===== config.mk =====
export PLATFORM = sky130hd
export DESIGN_NAME = fpumul_result_queue
export DESIGN_NICKNAME = d
export VERILOG_FILES = /design/src/rtl/fpumul_result_queue.sv
export SDC_FILE = /design/constraint.sdc
export NUM_CORES = 1
export LEC_CHECK = 0
export CORE_UTILIZATION = 50
export DETAILED_ROUTE_END_ITERATION = 12
export GPL_ROUTABILITY_DRIVEN = 0
export PLACE_DENSITY = 0.85
export SYNTH_ARGS = -nofsm -noshare
export SYNTH_HDL_FRONTEND = slang
export SYNTH_SLANG_ARGS = --single-unit

===== constraint.sdc =====
create_clock -name clk -period 4.8 [get_ports clk]
set_input_delay 0.96 -clock clk [delete_from_list [all_inputs] [get_ports clk]]
set_output_delay 0.96 -clock clk [all_outputs]
set_load 0.02 [all_outputs]

===== src/rtl/fpumul_result_queue.sv =====
// fpumul_result_queue: in-order result FIFO between the FP multiplier and
// writeback. Retires results over valid/ready, accumulates sticky exception
// flags, and turns a trapping head entry into a precise trap with flush.
// Optional build macro FPUMUL_RESQ_PERF_EN adds retire/trap counters; when it
// is undefined the perf ports are tied to zero.
module fpumul_result_queue #(
  parameter int unsigned DEPTH = 4,
  parameter int unsigned TAG_W = 9,
  parameter int unsigned SLACK = 2
) (
  input  logic                       clk,
  input  logic                       rst,
  input  logic                       in_en,
  input  logic [TAG_W-1:0]           in_tag,
  input  logic [67:0]                in_res,
  input  logic [15:0]                in_res_hi,
  input  logic [10:0]                in_raise,
  input  logic [10:0]                trap_mask,
  output logic                       out_valid,
  input  logic                       out_ready,
  output logic [67:0]                out_res,
  output logic [15:0]                out_res_hi,
  output logic [TAG_W-1:0]           out_tag,
  output logic [10:0]                out_raise,
  output logic                       stall,
  output logic [$clog2(DEPTH):0]     count,
  output logic [10:0]                flags_sticky,
  input  logic                       clr_sticky,
  output logic                       trap,
  output logic [TAG_W-1:0]           trap_tag,
  input  logic                       trap_ack,
  output logic                       ovf,
  output logic [31:0]                perf_retired,
  output logic [31:0]                perf_traps
);

  localparam int unsigned AW       = $clog2(DEPTH);
  localparam int unsigned CW       = AW + 1;
  localparam int unsigned STALL_TH = DEPTH - SLACK;

  typedef struct packed {
    logic [TAG_W-1:0] tag;
    logic [67:0]      res;
    logic [15:0]      res_hi;
    logic [10:0]      raise;
    logic             trp;
  } entry_t;

  typedef enum logic {S_IDLE = 1'b0, S_TRAP = 1'b1} state_t;

  entry_t          r_mem [DEPTH];
  entry_t          r_head;
  logic [AW-1:0]   r_wr_ptr;
  logic [AW-1:0]   r_rd_ptr;
  logic [CW-1:0]   r_count;
  state_t          r_state;
  logic            r_out_valid;
  logic            r_trap;
  logic [TAG_W-1:0] r_trap_tag;
  logic [10:0]     r_flags;
  logic            r_ovf;

  entry_t          w_in_entry;
  entry_t          w_head_next;
  logic            w_idle;
  logic            w_full;
  logic            w_pop;
  logic            w_push;
  logic            w_drop;
  logic            w_ack;
  logic            w_to_trap;
  logic [CW-1:0]   w_count_next;
  logic [AW-1:0]   w_rd_next;
  logic [AW-1:0]   w_wr_next;
  state_t          w_state_next;
  logic [10:0]     w_flags_base;

  // Handshake qualification and next-state computation for pointers, FSM and head.
  always_comb begin
    w_in_entry        = '0;
    w_in_entry.tag    = in_tag;
    w_in_entry.res    = in_res;
    w_in_entry.res_hi = in_res_hi;
    w_in_entry.raise  = in_raise;
    w_in_entry.trp    = |(in_raise & trap_mask);

    w_idle    = (r_state == S_IDLE);
    w_full    = (r_count == CW'(DEPTH));
    w_pop     = r_out_valid & out_ready;
    w_push    = in_en & w_idle & (~w_full | w_pop);
    w_drop    = in_en & w_idle & w_full & ~w_pop;
    w_ack     = (r_state == S_TRAP) & trap_ack;
    w_to_trap = w_idle & (r_count != '0) & r_head.trp;

    w_flags_base = clr_sticky ? 11'h000 : r_flags;

    w_count_next = r_count;
    w_rd_next    = r_rd_ptr;
    w_wr_next    = r_wr_ptr;
    w_state_next = r_state;
    if (w_ack) begin
      w_count_next = '0;
      w_rd_next    = '0;
      w_wr_next    = '0;
      w_state_next = S_IDLE;
    end else begin
      w_count_next = r_count + CW'(w_push) - CW'(w_pop);
      if (w_pop)     w_rd_next    = r_rd_ptr + AW'(1);
      if (w_push)    w_wr_next    = r_wr_ptr + AW'(1);
      if (w_to_trap) w_state_next = S_TRAP;
    end

    // Head register tracks the oldest entry; it holds its value once empty.
    w_head_next = r_head;
    if (!w_ack && (w_count_next != '0)) begin
      if (w_push && (w_rd_next == r_wr_ptr)) w_head_next = w_in_entry;
      else                                   w_head_next = r_mem[w_rd_next];
    end
  end

  // Entry storage; written only on an accepted push.
  always_ff @(posedge clk) begin
    if (w_push) r_mem[r_wr_ptr] <= w_in_entry;
  end

  // Queue control, FSM and registered outputs.
  always_ff @(posedge clk) begin
    if (!rst) begin
      r_wr_ptr    <= '0;
      r_rd_ptr    <= '0;
      r_count     <= '0;
      r_state     <= S_IDLE;
      r_head      <= '0;
      r_out_valid <= 1'b0;
      r_trap      <= 1'b0;
      r_trap_tag  <= '0;
      r_flags     <= '0;
      r_ovf       <= 1'b0;
    end else begin
      r_wr_ptr    <= w_wr_next;
      r_rd_ptr    <= w_rd_next;
      r_count     <= w_count_next;
      r_state     <= w_state_next;
      r_head      <= w_head_next;
      r_out_valid <= (w_count_next != '0) & (w_state_next == S_IDLE) & ~w_head_next.trp;
      r_trap      <= (w_state_next == S_TRAP);
      if (w_to_trap) r_trap_tag <= r_head.tag;
      if (w_pop || w_ack) r_flags <= w_flags_base | r_head.raise;
      else if (clr_sticky) r_flags <= 11'h000;
      if (w_drop) r_ovf <= 1'b1;
    end
  end

`ifdef FPUMUL_RESQ_PERF_EN
  logic [31:0] r_perf_retired;
  logic [31:0] r_perf_traps;

  // Retirement and trap event counters, free-running with wrap.
  always_ff @(posedge clk) begin
    if (!rst) begin
      r_perf_retired <= '0;
      r_perf_traps   <= '0;
    end else begin
      if (w_pop) r_perf_retired <= r_perf_retired + 32'd1;
      if (w_ack) r_perf_traps   <= r_perf_traps + 32'd1;
    end
  end

  assign perf_retired = r_perf_retired;
  assign perf_traps   = r_perf_traps;
`else
  assign perf_retired = 32'd0;
  assign perf_traps   = 32'd0;
`endif

  assign out_valid    = r_out_valid;
  assign out_res      = r_head.res;
  assign out_res_hi   = r_head.res_hi;
  assign out_tag      = r_head.tag;
  assign out_raise    = r_head.raise;
  assign count        = r_count;
  assign flags_sticky = r_flags;
  assign trap         = r_trap;
  assign trap_tag     = r_trap_tag;
  assign ovf          = r_ovf;
  assign stall        = (r_count >= CW'(STALL_TH)) | (r_state != S_IDLE);

endmodule


# == Yosys cells after proc, flatten, opt, wreduce, memory -nomap -nowiden ==
# Memories as Yosys holds them, arrays and structs flattened.
# Cells that the tools add are included.
# word_totals
ram_bits,420
output_inout_bits,195
register_bits,135
input_bits,121
n_memories,1
# classes
add_sub_neg,4
n_mux,11
magnitude_cmp,1
n_reduce_logical,8
n_bitwise,20
n_eq_ne,2
# memory_table
memory,words,word_bits,read_ports,rd_ports_with_merged_regs,wr,line_no,rtl
r_mem,4,105,1,0,1,51,entry_t r_mem [DEPTH];
# op_table
op,count
$mux 105,1
$mux 11,2
$and 11x11->11,1
$or 11x11->11,1
$reduce_or 11->1,1
$and 1x1->1,10
$not 1->1,6
$reduce_bool 3->1,2
$mux 1,5
$add 2x1->2 const B,2
$mux 2,2
$add 3x1->3,1
$eq 3x3->1 const B,1
$ge 3x2->1 const B,1
$mux 3,1
$sub 3x1->3,1
$eq 2x2->1,1
$logic_and 1x1->1,2
$or 1x1->1,2
$reduce_or 2->1,1
$logic_not 1->1,1
$logic_or 1x1->1,1

# == Longest topological paths before layout ==
# Gate-level depths: netlist (run 1).
# logic_depth
depth_word,12
depth_mapped,17
ltp_nobuf,14

# == Least setup slack after synthesis (run 1) ==
# Ideal clock, no wire load.
# synth_timing
path_type,input-to-reg
from,input port out_ready
to,memory r_mem[1][0] (netlist name) (enable)
slack_ps,130
arrival_time_ps,4194
t_required_ps,4324
stages,5
path_cell_list,buf_4 -> a211oi_1 -> and2_1 -> nor3_2 -> and2_1
# synth_via
elab_chain_len,5
# synth_rtl
element,line_no,rtl
start: declaration,20,"input logic out_ready,"
$and 1x1->1,89,w_pop = r_out_valid & out_ready;
$or 1x1->1,90,w_push = in_en & w_idle & (~w_full | w_pop);
$and 1x1->1,90,
$mux 1,123,if (w_push) r_mem[r_wr_ptr] <= w_in_entry;
$mux 1 (implied by the code),123,
end: declaration,51,
# No other way between the ends.

# == Worst setup path in the final report (run 1) ==
# layout_timing
from,input port out_ready
to,register r_head (netlist bit out_res[33])
# layout_via
elab_chain_len,8
# layout_rtl
element,line_no,rtl
$and 1x1->1 *,89,
$or 1x1->1,90,
$and 1x1->1,90,
$add 3x1->3,107,w_count_next = r_count + CW'(w_push) - CW'(w_pop);
$sub 3x1->3,107,
$mux 3,101,if (w_ack) begin
$reduce_bool 3->1,115,if (!w_ack && (w_count_next != '0)) begin
$logic_and 1x1->1,115,
end signal: assignment,144,r_head <= w_head_next;
end: declaration,52,entry_t r_head;
# Mark *: on every way between the ends. The rest lies on a longest branch, timed or not.
# A chain may end at the register's enable or synchronous reset.

==> results of run 1 <==
worst max-delay path, cell delays in order:
cell             delay (ns)
clkdlybuf4s50_1        0.43
a211oi_1               0.30
and2_1                 0.21
nor3_2                 0.05
inv_1                  0.08
ha_1                   0.23
inv_1                  0.06
ha_1                   0.14
inv_1                  0.06
fa_1                   0.40
xnor2_1                0.30
and3_1                 0.27
nor2_1                 0.08
buf_4                  0.17
o21ai_4                0.21
buf_12                 0.32
o221a_1                0.25
per-stage QoR:
stage	hold slack (ns)	util	power, uW	cells
after CTS	0.4844	0.5985	17280	2368
after floorplan	0.4781	-	11020	1648
final	0.4833	0.5985	17160	2368
after global routing	0.5064	0.5985	17910	2368
after global placement	0.4607	0.5557	12420	2267
after detailed placement	0.4747	0.5557	12670	2267
cell usage after synthesis, types with 2 or more instances:
cell,count
xnor2_1,5
a211oi_1,4
nor2b_1,11
edfxtp_1,420
mux2i_1,321
a22o_1,3
nand4_1,2
nor4_1,2
ha_1,7
a31oi_1,2
dfxtp_1,135
nand2b_1,2
buf_2,37
buf_6,9
clkbuf_1,33
and2_1,7
nor2_1,29
a21oi_1,13
nand2_1,211
o221a_1,103
o211ai_1,2
a21bo_2,2
a221oi_1,2
and3_1,2
a2111oi_0,3
buf_4,178
nand3b_1,2
inv_1,13
layer usage:
metal,track usage,vias to the layer above,share of wire
li1,-,5949,-
met1,0.2597,6616,0.41
met2,0.3520,514,0.50
met3,0.03857,84,0.066
met4,0.06338,2,0.020
met5,0,-,0.00027
final cells by class:
cell class,count,area share
Inverter,13,0.001793
Clock buffer,78,0.05788
Sequential cell,555,0.5627
Multi-Input combinational cell,823,0.2314
Tap cell,600,0.02758
Clock inverter,23,0.01356
Timing Repair Buffer,276,0.1051
state kept, by name (all words and copies together) (netlist names):
| name | flops |
|---|---|
| out_tag | 9 |
| out_valid | 1 |
| trap_tag | 9 |
| out_raise | 11 |
| count | 3 |
| r_head | 1 |
| flags_sticky | 11 |
| trap | 1 |
| r_wr_ptr | 2 |
| r_mem | 420 |
| out_res | 68 |
| out_res_hi | 16 |
| r_rd_ptr | 2 |
| ovf | 1 |
worst max-delay path by stage:
stage	start	end	slack, ns	cells past startpoint
after floorplan	out_ready	r_mem[1][0]	0.13	5
after detailed placement	out_ready	out_res[36]	0.20	17
after global routing	out_ready	out_tag[3]	0.59	17
after global placement	out_ready	out_res[31]	0.37	17
final	out_ready	out_res[33]	0.71	17
after CTS	out_ready	out_res[33]	0.79	17
power by group through the flow:
stage          combinational (uW)  sequential, uW  clock, uW
2_1_floorplan                4330            6690          0
3_3_place_gp                 5660            6760          0
3_5_place_dp                 5880            6790          0
4_1_cts                      5950            6710       4620
5_1_grt                      6300            6790       4820
6_report                     5900            6710       4540
cells in the final DEF (no fill, tap or decap), types with 10 or more instances in the layout:
cell | synthesis | layout
a21oi_1 | 13 | 13
buf_12 | 0 | 13
buf_4 | 178 | 13
bufinv_16 | 0 | 10
clkbuf_1 | 33 | 14
clkbuf_16 | 0 | 57
clkdlybuf4s50_1 | 0 | 250
conb_1 | 1 | 64
dfxtp_1 | 135 | 135
edfxtp_1 | 420 | 420
inv_1 | 13 | 13
mux2i_1 | 321 | 321
nand2_1 | 211 | 211
nor2_1 | 29 | 29
nor2b_1 | 11 | 11
o221a_1 | 103 | 103
logic make-up (layout without fill, tap and decap cells):
group                      Yosys count  in the layout
DFF                                555            555
AOI/OAI and AO/OA                  149            149
muxes                              323            323
and+or+nand+nor                    274            274
other                                1             64
xor gates and xnor gates             5              5
buffers and inverters              270            390
adders and majority gates            8              8
==> flow_metrics.env, run 1 <==
export IMPL_status="finished clean"
export IMPL_ant_nets=0
export IMPL_clk_latency_ns=0.59
export IMPL_p_leak_uw=0.009102
export IMPL_synth_edf_count=420
export IMPL_die_width_um=217.1
export IMPL_whs_path_depth=2
export IMPL_hp_class="reg2reg"
export IMPL_hold_viol_final=0
export IMPL_synth_top_area_frac=0.5452
export IMPL_placed_area_sq_um=25270
export IMPL_drc_errors=0
export IMPL_rsz0062_at_grt="no"
export IMPL_grt_max_degree=110
export IMPL_die_h_um=217.1
export IMPL_r2r_end="out_res[33]"
export IMPL_areaGrowthSynthToFinish_pct=17.65
export IMPL_synth_top_family_by_area="multiplexers"
export IMPL_yosys_area_share_simple=0.04857
export IMPL_drtIter0Drc=1030
export IMPL_p_clk_frac=0.265
export IMPL_synth_area_leaders="edfxtp_1, mux2i_1, dfxtp_1"
export IMPL_start_util=0.5087
export IMPL_crit_arrival_ns=4.61
export IMPL_fillCellCount=3343
export IMPL_synth_compound_area_share=0.06512
export IMPL_dp_hpwl_um=27390
export IMPL_async_flop_share=0
export IMPL_clock_skew_ns=0.01496
export IMPL_avgSynthCellArea_sq_um=14.60
export IMPL_worstSetupStartpointType="primary input"
export IMPL_grt_use_total=0.2040
export IMPL_peakVddDrop_mv=0.5784
export IMPL_totalWireLength_um=48660
export IMPL_cts_buffers=54
export IMPL_synth_xor_xnor_area_share=0.001893
export IMPL_finalCriticalPeriod_ns=4.086
export IMPL_power_frac_seq=0.391
export IMPL_port_buffers=251
export IMPL_multiInputGateArea_sq_um=6299
export IMPL_r2r_slack_ns=1.00
export IMPL_worstHoldEndpoint="ovf"
export IMPL_place_ws_ns=0.1958
export IMPL_worstRegToRegCells=16
export IMPL_fin_crit_sh=0.8513
export IMPL_drive_gt1_frac=0.06957
export IMPL_cts_tree="yes"
export IMPL_postLayoutSetupSlackWorst_ns=0.7137
export IMPL_fmax_mhz=244.7
export IMPL_synth_area_sq_um=23130
export IMPL_drv_slew=0
export IMPL_reg2reg_from="out_valid"
export IMPL_clkTransAtPathRegs_ns=0.06
export IMPL_drtPass1Iterations=5
export IMPL_via_per_inst=5.560
export IMPL_ys_warn_count=0
export IMPL_seqCellArea_sq_um=15310
export IMPL_vias=13170
export IMPL_synth_area_leader_cell="edfxtp_1"
export IMPL_synth_seq_area_share=0.6620
export IMPL_cp_required_ns=5.32
export IMPL_slew_headroom=0.3244
export IMPL_cts_sinks=555
export IMPL_intPower_uw=11520
export IMPL_tightest_slew_ns=1.013
export IMPL_synthMuxAreaShare=0.1400
export IMPL_worstPathMaxFanout=49
export IMPL_grt_pass1_wl_um=75020
export IMPL_first_global_vias=13460
export IMPL_cts_resized=0
export IMPL_drv_cap=0
export IMPL_yosysUniqueCellTypes=53
export IMPL_die_area_sq_um=47130
export IMPL_antenna_found_initial=1
export IMPL_p_comb_frac=0.344
export IMPL_h_tree_depth=2
export IMPL_critical_path_class="in2reg"
export IMPL_root_buffer="clkbuf_16"
export IMPL_synth_flop_cell="edfxtp_1"
export IMPL_fin_nets=1852
export IMPL_num_io_pins=316
export IMPL_yosys_area_share_adder=0.004651
export IMPL_p_switching_uw=5637
export IMPL_setup_viol=0
export IMPL_synth_seq_cells=555
export IMPL_diodes=0
export IMPL_cp_end_kind="flop"
export IMPL_synthCells=1585
export IMPL_stdcell_area_sq_um=27220
export IMPL_cts_setup_buffers=0
export IMPL_clockBufferDepth=3
export IMPL_cts_hold_buf=0
export IMPL_placementRows=78
export IMPL_min_delay_start="ovf"
export IMPL_grt_ovfl_total=0
export IMPL_powerDensity_nw_per_um2=630.4
export IMPL_core_area_sq_um=45480
export IMPL_swShare=0.3285
export IMPL_wl_per_cell_um=20.55
export IMPL_finalSetupTns_ns=0
(Power assumes the default switching activity.)
==> run 2, diff against run 1 <==
--- a/config.mk
+++ b/config.mk
@@ -9,6 +9,7 @@
 export DETAILED_ROUTE_END_ITERATION = 12
 export GPL_ROUTABILITY_DRIVEN = 0
 export PLACE_DENSITY = 0.85
+export SETUP_SLACK_MARGIN = 0.4
 export SYNTH_ARGS = -nofsm -noshare
 export SYNTH_HDL_FRONTEND = slang
 export SYNTH_SLANG_ARGS = --single-unit
==> run 2 against run 1 <==
Setup slack worse by 0.017 ns. Sequential share of layout area is 0.13 points higher. Cell count about the same. Global-route usage is 0.066 points lower. First-iteration DRC count down 23%. Non-clock buffer count did not move. Clock skew fell by 0.0040 ns. Die area unchanged. Flip-flop and latch count is the same.
==> flow_metrics.env, run 2 (synthesis results as in run 1) <==
export IMPL_grt_pass1_wl_um=74220
export IMPL_cpMaxStageDelayCell="clkdlybuf4s50_1"
export IMPL_placementRows=78
export IMPL_regMostFlops="r_mem"
export IMPL_cp_end_kind="flop"
export IMPL_port_buffers=251
export IMPL_critical_path_class="in2reg"
export IMPL_status="finished clean"
export IMPL_fin_crit_sh=0.8548
export IMPL_wl_per_cell_um=20.35
export IMPL_num_io_pins=316
export IMPL_drtPass1Iterations=5
export IMPL_peakVddDrop_mv=0.8413
export IMPL_first_global_vias=13380
export IMPL_clkTransAtPathRegs_ns=0.06
export IMPL_clock_skew_ns=0.01097
export IMPL_final_common_cell="edfxtp_1"
export IMPL_finalCriticalPeriod_ns=4.103
export IMPL_r2r_slack_ns=0.94
export IMPL_crit_end="out_raise[4]"
export IMPL_ant_nets=0
export IMPL_stdcell_area_sq_um=27150
export IMPL_drive_gt1_frac=0.07183
export IMPL_cts_sinks=555
export IMPL_drtIter0Drc=795
export IMPL_fin_nets=1852
export IMPL_dp_hpwl_um=27350
export IMPL_start_util=0.5087
export IMPL_root_buffer="clkbuf_16"
export IMPL_grt_ovfl_total=0
export IMPL_reg2reg_from="out_valid"
export IMPL_power_uw=16960
export IMPL_setup_viol=0
export IMPL_die_area_sq_um=47130
export IMPL_rsz0062_at_grt="no"
export IMPL_drv_slew=0
export IMPL_final_cell_mix="edfxtp_1, mux2i_1, clkdlybuf4s50_1"
export IMPL_die_h_um=217.1
export IMPL_drc_errors=0
export IMPL_grt_use_total=0.2034
export IMPL_h_tree_depth=2
export IMPL_largest_reg_flops=420
export IMPL_cts_hold_buf=0
export IMPL_worstSetupStartpointType="primary input"
export IMPL_totalWireLength_um=48200
export IMPL_vias=13150
export IMPL_cts_buffers=54
export IMPL_areaGrowthSynthToFinish_pct=17.37
export IMPL_via_per_inst=5.550
export IMPL_core_area_sq_um=45480
export IMPL_p_leak_uw=0.009067
export IMPL_crit_arrival_ns=4.62
export IMPL_worstRegToRegCells=15
export IMPL_cts_resized=0
export IMPL_tightest_slew_ns=1.013
export IMPL_cp_required_ns=5.32
export IMPL_hp_class="reg2reg"
export IMPL_slew_headroom=0.3249
export IMPL_worstPathMaxFanout=103
export IMPL_crit_path_start="out_ready"
export IMPL_crit_path_frequent_cell="inv_1"
export IMPL_worstPathCellList="clkdlybuf4s50_1 -> a211oi_1 -> and2_1 -> nor3_2 -> inv_1 -> ha_1 -> inv_1 -> ha_1 -> inv_1 -> fa_1 -> xnor2_1 -> and3_1 -> nor2_1 -> nand4_1 -> buf_12 -> o221a_1"
export IMPL_powerDensity_nw_per_um2=624.8
export IMPL_cts_tree="yes"
export IMPL_hold_viol_final=0
export IMPL_drv_cap=0
export IMPL_die_width_um=217.1
export IMPL_grt_max_degree=104
export IMPL_cp_slowest_stage_delay_ns=0.42
export IMPL_cts_setup_buffers=0
export IMPL_clockBufferDepth=3
export IMPL_fmax_mhz=243.7
export IMPL_antenna_found_initial=5
export IMPL_clk_latency_ns=0.58
export IMPL_finalSetupTns_ns=0
export IMPL_r2r_end="out_raise[4]"
export IMPL_placed_area_sq_um=25260
## run 2: routing by layer
| metal | up-vias | GRT usage | routed length, um |
|---|---|---|---|
| met1 | 6618 | 0.2552 | 19580 |
| met2 | 475 | 0.3498 | 24390 |
| met3 | 99 | 0.03829 | 2962 |
| li1 | 5948 | - | - |
| met4 | 8 | 0.07465 | 1211 |
| met5 | - | 0 | 53 |
## run 2: how the worst min path moves through the flow
stage | cells past startpoint | start | endpoint | slack [ns]
floorplan | 2 | out_raise[10] | flags_sticky[10] | 0.48
global placement | 2 | ovf | ovf | 0.46
detailed placement | 2 | ovf | ovf | 0.47
CTS | 2 | ovf | ovf | 0.48
global route | 2 | ovf | ovf | 0.53
finish | 2 | ovf | ovf | 0.48
## run 2: critical path: cells and delay by family
family	cells	cell delay (ns)
simple gates	5	0.77
fa+ha+maj	3	0.77
buf+inv	5	1.01
xor+xnor	1	0.28
compound gates	2	0.59
## run 2: final cells by class
type,count,area (sq um)
multi-input combinational,823,6299
clock buffer,67,1451
sequential,555,15310
inverter,13,48.80
clock inverter,34,437.9
fill,3364,18330
antenna,1,2.502
tap,600,750.7
timing repair buffer,276,2848
## run 2: through the flow
step                      setup slack [ns]  instances  hold WS [ns]  utilization
after CTS                           0.8300       2368        0.4803       0.5970
after floorplan                     0.6989       1648        0.4781            -
final                               0.6971       2369        0.4787       0.5970
after detailed placement            0.2478       2267        0.4656       0.5554
after global placement              0.3476       2267        0.4558       0.5554
after global routing                0.5508       2369        0.5283       0.5970
## run 2: power breakdown
group	switching [uW]	internal (uW)	total, uW
combinational	3400	2450	5850
clock	1730	2690	4420
sequential	469	6220	6690
total	5610	11400	17000
